==> src/rtl/rf_arb_pkg.sv <==
// rtl/rf_arb_pkg.sv - shared types and constants for the register-file write arbiter
package rf_arb_pkg;
    localparam int XLEN = 32;
    localparam logic [4:0] REG_X0 = 5'd0;

    typedef struct packed {
        logic [4:0]      rd;
        logic [XLEN-1:0] data;
    } ll_wb_t;
endpackage

==> src/rtl/rf_arb_fifo.sv <==
// rtl/rf_arb_fifo.sv - DEPTH-entry FIFO of deferred long-latency writeback results
module rf_arb_fifo
    import rf_arb_pkg::*;
#(
    parameter int DEPTH = 4
) (
    input  logic                   clk,
    input  logic                   reset,
    input  logic                   push,
    input  logic                   pop,
    input  ll_wb_t                 pushData,
    output logic                   full,
    output logic                   empty,
    output logic [$clog2(DEPTH):0] count,
    output ll_wb_t                 head
);
    localparam int PW = $clog2(DEPTH);

    ll_wb_t         mem [DEPTH];
    logic [PW-1:0]  wrPtr;
    logic [PW-1:0]  rdPtr;
    logic [PW:0]    countQ;
    logic           doPush;
    logic           doPop;

    assign full   = (countQ == (PW+1)'(DEPTH));
    assign empty  = (countQ == '0);
    assign doPush = push && !full;
    assign doPop  = pop && !empty;
    assign count  = countQ;
    assign head   = mem[rdPtr];

    // Pointers wrap naturally because DEPTH is a power of two.
    always_ff @(posedge clk or posedge reset) begin
        if (reset) begin
            wrPtr  <= '0;
            rdPtr  <= '0;
            countQ <= '0;
        end else begin
            if (doPush) wrPtr <= wrPtr + 1'b1;
            if (doPop)  rdPtr <= rdPtr + 1'b1;
            case ({doPush, doPop})
                2'b10:   countQ <= countQ + 1'b1;
                2'b01:   countQ <= countQ - 1'b1;
                default: countQ <= countQ;
            endcase
        end
    end

    // Storage needs no reset; the occupancy count defines which entries are live.
    always_ff @(posedge clk) begin
        if (doPush) mem[wrPtr] <= pushData;
    end
endmodule

==> src/rtl/rf_write_arbiter.sv <==
// rtl/rf_write_arbiter.sv - single RF write port arbiter between WB and long-latency results
// Optional direct LL-to-RF path when the FIFO is empty: WB_BYPASS_EN
module rf_write_arbiter
    import rf_arb_pkg::*;
#(
    parameter int DEPTH    = 4,
    parameter int MAX_WAIT = 8
) (
    input  logic                   clk,
    input  logic                   reset,
    input  logic                   wb_regwrite,
    input  logic [4:0]             wb_rd,
    input  logic [XLEN-1:0]        wb_result,
    input  logic                   ll_issue_valid,
    input  logic [4:0]             ll_issue_rd,
    input  logic                   ll_valid,
    output logic                   ll_ready,
    input  logic [4:0]             ll_rd,
    input  logic [XLEN-1:0]        ll_result,
    output logic                   rf_we,
    output logic [4:0]             rf_rd,
    output logic [XLEN-1:0]        rf_wd,
    output logic                   stall_wb,
    output logic [31:0]            pending_busy,
    output logic [$clog2(DEPTH):0] fifo_count
);
    localparam int AW = $clog2(MAX_WAIT + 1);
`ifdef WB_BYPASS_EN
    localparam bit BYPASS = 1'b1;
`else
    localparam bit BYPASS = 1'b0;
`endif

    ll_wb_t         head;
    ll_wb_t         pushData;
    logic           full;
    logic           empty;
    logic           slotBusy;
    logic           bypassSel;
    logic           popSel;
    logic           enqueue;
    logic           weSel;
    logic [AW-1:0]  age;
    logic [31:0]    setMask;
    logic [31:0]    clrMask;

    assign slotBusy  = wb_regwrite && (wb_rd != REG_X0);
    assign stall_wb  = (age >= AW'(MAX_WAIT)) && !empty;
    assign ll_ready  = !full;
    assign bypassSel = BYPASS && empty && !slotBusy && !stall_wb && ll_valid && (ll_rd != REG_X0);
    assign enqueue   = ll_valid && ll_ready && (ll_rd != REG_X0) && !bypassSel;
    assign popSel    = !empty && (stall_wb || !slotBusy);
    assign pushData  = '{rd: ll_rd, data: ll_result};
    // The write enable is held low while reset is asserted, even if WB keeps presenting.
    assign rf_we     = weSel && !reset;

    rf_arb_fifo #(.DEPTH(DEPTH)) u_fifo (
        .clk      (clk),
        .reset    (reset),
        .push     (enqueue),
        .pop      (popSel),
        .pushData (pushData),
        .full     (full),
        .empty    (empty),
        .count    (fifo_count),
        .head     (head)
    );

    always_comb begin
        weSel = 1'b0;
        rf_rd = REG_X0;
        rf_wd = '0;
        if (stall_wb) begin
            weSel = 1'b1;
            rf_rd = head.rd;
            rf_wd = head.data;
        end else if (slotBusy) begin
            weSel = 1'b1;
            rf_rd = wb_rd;
            rf_wd = wb_result;
        end else if (!empty) begin
            weSel = 1'b1;
            rf_rd = head.rd;
            rf_wd = head.data;
        end else if (bypassSel) begin
            weSel = 1'b1;
            rf_rd = ll_rd;
            rf_wd = ll_result;
        end
    end

    always_comb begin
        setMask = '0;
        clrMask = '0;
        if (ll_issue_valid && (ll_issue_rd != REG_X0)) setMask[ll_issue_rd] = 1'b1;
        if (popSel || bypassSel) clrMask[rf_rd] = 1'b1;
    end

    always_ff @(posedge clk or posedge reset) begin
        if (reset) begin
            age          <= '0;
            pending_busy <= '0;
        end else begin
            if (empty || popSel) age <= '0;
            else if (age < AW'(MAX_WAIT)) age <= age + 1'b1;
            // Set is applied after clear so a re-issue to the same register wins.
            pending_busy <= ((pending_busy & ~clrMask) | setMask) & ~32'd1;
        end
    end
endmodule

==> config.mk <==
export PLATFORM = sky130hd
export DESIGN_NAME = rf_write_arbiter
export DESIGN_NICKNAME = d
export VERILOG_FILES = /design/src/rtl/rf_arb_pkg.sv /design/src/rtl/rf_arb_fifo.sv /design/src/rtl/rf_write_arbiter.sv
export SDC_FILE = /design/constraint.sdc
export NUM_CORES = 1
export LEC_CHECK = 0
export ABC_AREA = 1
export CAP_MARGIN = 20
export CORE_MARGIN = 5
export CORE_UTILIZATION = 47
export DETAILED_ROUTE_END_ITERATION = 8
export GPL_TIMING_DRIVEN = 0
export PLACE_DENSITY = 0.83
export SLEW_MARGIN = 20
export SYNTH_ARGS = -nofsm -noshare
export SYNTH_HDL_FRONTEND = slang
export SYNTH_SLANG_ARGS = --single-unit
==> constraint.sdc <==
create_clock -name clk -period 2.53 [get_ports clk]
set_input_delay 0.3795 -clock clk [delete_from_list [all_inputs] [get_ports clk]]
set_output_delay 0.3795 -clock clk [all_outputs]
set_load 0.02 [all_outputs]
==> metrics, run 1 <==
ys flop type=edfxtp_1; slew margin rel.=approximately 51%; Critical-path top delay cell=dfrtp_2; hold_ws=approximately 0.29 ns; share of cells above drive strength 1=between 10% and 20%; number of global-route vias before repair=just under 7000; Starting Density=48.18%; Crit path largest cell delay=0.44 ns; aggregate negative setup slack=0 ns; final period utilization=between 90% and 100%; Worst Setup End Kind=output port; Syn-to-layout area delta=33.06%; #FFs+latches synth=190; max-slew violations=0; DP HPWL=between 15 and 20 mm; Die Wd=roughly 140 um; per-cell routed wire length=19.86 um; Buf/Inv on CP=5; CTS buffer count=17; CTS tree=built; critical path fanouts, max=12; worst hold path class=input port to async pin; first-pass GRT wire length=approximately 35 mm; H-tree depth=4; Seq/Total Area, Yosys=65.49%; placed insts=roughly 1100; clock sink count=190; Syn Nets=between 800 and 900; critical path required time=about 2.2 ns; Worst path top cell family by delay=buffers and inverters; number of I/O pins=around 160; clock latency at the later pin of the worst-skew pair=approximately 0.45 ns; # Max-Cap Violations=0; Mean Syn Cell Area=11.31 um2; Worst-Margin Slew=approximately 0.73 ns; Finished Layout Cells=roughly 1200; clk_skew=0.01793 ns; EDFF count, synth=around 150; Cell Chain, Critical Path=buf_12, inv_6, buf_12, buf_8, nor2_1, o221ai_1, o211a_1, buf_2; # setup viols final=0; Mapped Cells=742; routed vias/inst=5.713; final WL=23.22 mm; reg-to-reg slack, setup=~0.3 ns; outcome=complete, no violations; kind of critical path=register to output port; CP arrival=about 2.1 ns; Tmin final=approximately 2.5 ns; R2R cell count=13; Synth area leaders=edfxtp_1 53%, dfrtp_1 13%, nand2_1 6.7%, o21ai_0 3.5%, nor2_1 3.3%; most used cell, CP=buf_12; pwr dens=between 1000 and 1500 nW/um2; area share of the largest cell type after synthesis=a little over half; Synth area leader=edfxtp_1; initial antenna violation count=1; Die Span Y=approximately 140 um; drt initial violations=744; total number of vias=6678; Fin. Hold Viols=0; leakage=~0.0044 uW; Reg-to-Reg End=u_fifo.count[2]; Rows=48; R2R Path Start=u_fifo.count[2]; drt drc=0; Remaining Overflow, GRT=0; fin util=between 60% and 70%; Final #Nets=approximately 1000; Die ar.=20620 um2; Buffers on Ports=156; Distinct cells, synth=35; peak supply drop=0.0006686 V; FFs w/ async S/R, synth=between 20% and 30%; CTS Buffer Depth=2; CTS clock-pin slew for the worst setup and hold paths=0.07 ns; Setup crit start kind=register; root buf cell=clkbuf_16; DRT Pass-1 Iters=5; Overall Global Routing Usage=between 20 and 25%; routability cong.=~0.84; most common library cells after synthesis=150 x nand2_1, 148 x edfxtp_1, 73 x nor2_1, 59 x o21ai_0, 42 x dfrtp_1; antenna-violating nets left=0; largest net degree at the start of global routing=26; count leader, synth=nand2_1; Filler cells=1275; Core Footprint=between 15000 and 20000 um2; Yosys warning count=0; Cell Area, Synth=~8400 um2; Fmax=between 400 and 500 MHz
## sequential cells by signal, indices dropped and copies added (netlist names)
| signal | flops |
|---|---|
| u_fifo.mem | 148 |
| pending_busy | 31 |
| age | 4 |
| u_fifo.count | 3 |
| u_fifo.rdPtr | 2 |
| u_fifo.wrPtr | 2 |
## metrics by stage
stage	setup slack (ns)	area, um2	power, uW
2_1_floorplan	-0.5935	8391	7659
3_3_place_gp	-2.096	10230	9776
3_5_place_dp	-0.8595	10390	10030
4_1_cts	-0.04042	11190	12880
5_1_grt	-0.01227	11160	13590
6_report	0.06572	11160	12950
## where the power goes
part	internal (uW)	switching (uW)	leakage, uW
Clock	1480	1200	0.000282
Combinational	2210	3550	0.00229
Sequential	4200	310	0.00186
Total	7890	5060	0.00444
## cells by family after synthesis
logic type / count (synthesis) / synth area share (%)
buffers and inverters: 80 / 4.235
adder cells (fa/ha/maj): 8 / 1.282
AO/OA/AOI/OAI: 147 / 10.95
AND/OR/NAND/NOR: 311 / 17.48
other: 1 / 0.04469
XOR/XNOR: 5 / 0.5220
flip-flops: 190 / 65.49
## what timing repair did
item,CTS,global route
setup endpoints to repair,39,35
hold buffers,0,0
pin swaps,5,7
gates resized for setup,187,49
setup buffers,6,2
## worst register-to-register path, stage by stage, from the launching register on
cell	delay (ns)
dfrtp_1	0.38
inv_2	0.07
nand3_4	0.14
nand2_8	0.07
nand3_4	0.08
buf_8	0.16
nand2_4	0.09
inv_2	0.12
ha_1	0.16
inv_1	0.07
fa_1	0.38
a21oi_1	0.14
o21ai_0	0.11
xor2_1	0.15
## placed cells by master (no fill, tap or decap), types with 5 or more instances in the layout
cell type / synthesis / routed
nor2_1: 73 / 69
o221ai_2: 0 / 6
a21oi_1: 18 / 18
inv_2: 6 / 6
ha_1: 7 / 7
edfxtp_1: 148 / 148
clkbuf_16: 0 / 17
nand4_1: 10 / 10
inv_1: 35 / 34
o22ai_1: 9 / 5
nand3_4: 5 / 5
nand3_1: 41 / 40
nand2_2: 7 / 7
o221ai_1: 15 / 9
buf_12: 0 / 5
buf_2: 14 / 33
buf_6: 3 / 8
clkbuf_8: 0 / 5
nor2_4: 5 / 10
clkdlybuf4s50_1: 0 / 114
a32o_1: 8 / 8
nand2_1: 150 / 150
o21ai_0: 59 / 53
nand2_4: 6 / 5
inv_6: 0 / 5
o211a_1: 15 / 15
dfrtp_1: 42 / 41
nand3_2: 6 / 7
o21ai_1: 23 / 29
clkbuf_2: 0 / 8
buf_4: 1 / 12
## worst max path at each step
stage                     from                end  slack, ns  cells after the start
6_report       u_fifo.rdPtr[0]           rf_wd[4]       0.07                      8
5_1_grt        u_fifo.rdPtr[0]          rf_wd[22]      -0.01                      8
4_1_cts        u_fifo.rdPtr[0]          rf_wd[22]      -0.04                      8
3_5_place_dp          wb_rd[1]          rf_wd[29]      -0.86                      9
3_3_place_gp          ll_rd[4]  u_fifo.mem[3][11]      -2.10                      5
2_1_floorplan  u_fifo.count[0]   u_fifo.mem[0][0]      -0.59                      4
## layout make-up
type | count | area, um2 | share of cell area (%)
Sequential cell | 190 | 5497 | 49.23
Multi-Input combinational cell | 472 | 2651 | 23.75
Timing Repair Buffer | 169 | 1600 | 14.33
Clock buffer | 19 | 432.9 | 3.878
Buffer | 37 | 380.4 | 3.407
Tap cell | 225 | 281.5 | 2.522
Inverter | 42 | 163.9 | 1.468
Clock inverter | 13 | 152.6 | 1.367
Antenna cell | 2 | 5.005 | 0.04483
## metal layers
layer / wire, um / GRT usage, % / up-vias
li1: - / - / 3013
met1: 8802 / 27.04 / 3243
met2: 11780 / 37.66 / 351
met3: 1813 / 5.491 / 71
met4: 826 / 9.960 / 0
met5: 0 / 0 / -
Note: power is estimated with default switching activity, not from simulation.
==> run 2, diff against run 1 <==
Settings changed: CAP_MARGIN 20 to 15.
==> results of run 2 <==
Final layout, timing and power as in run 1 (identical DEF).
==> run 3, diff against run 2 <==
Settings changed: ABC_CLOCK_PERIOD_IN_PS set to 2530.
==> results of run 3 <==
Final layout, timing and power as in run 1 (identical DEF).
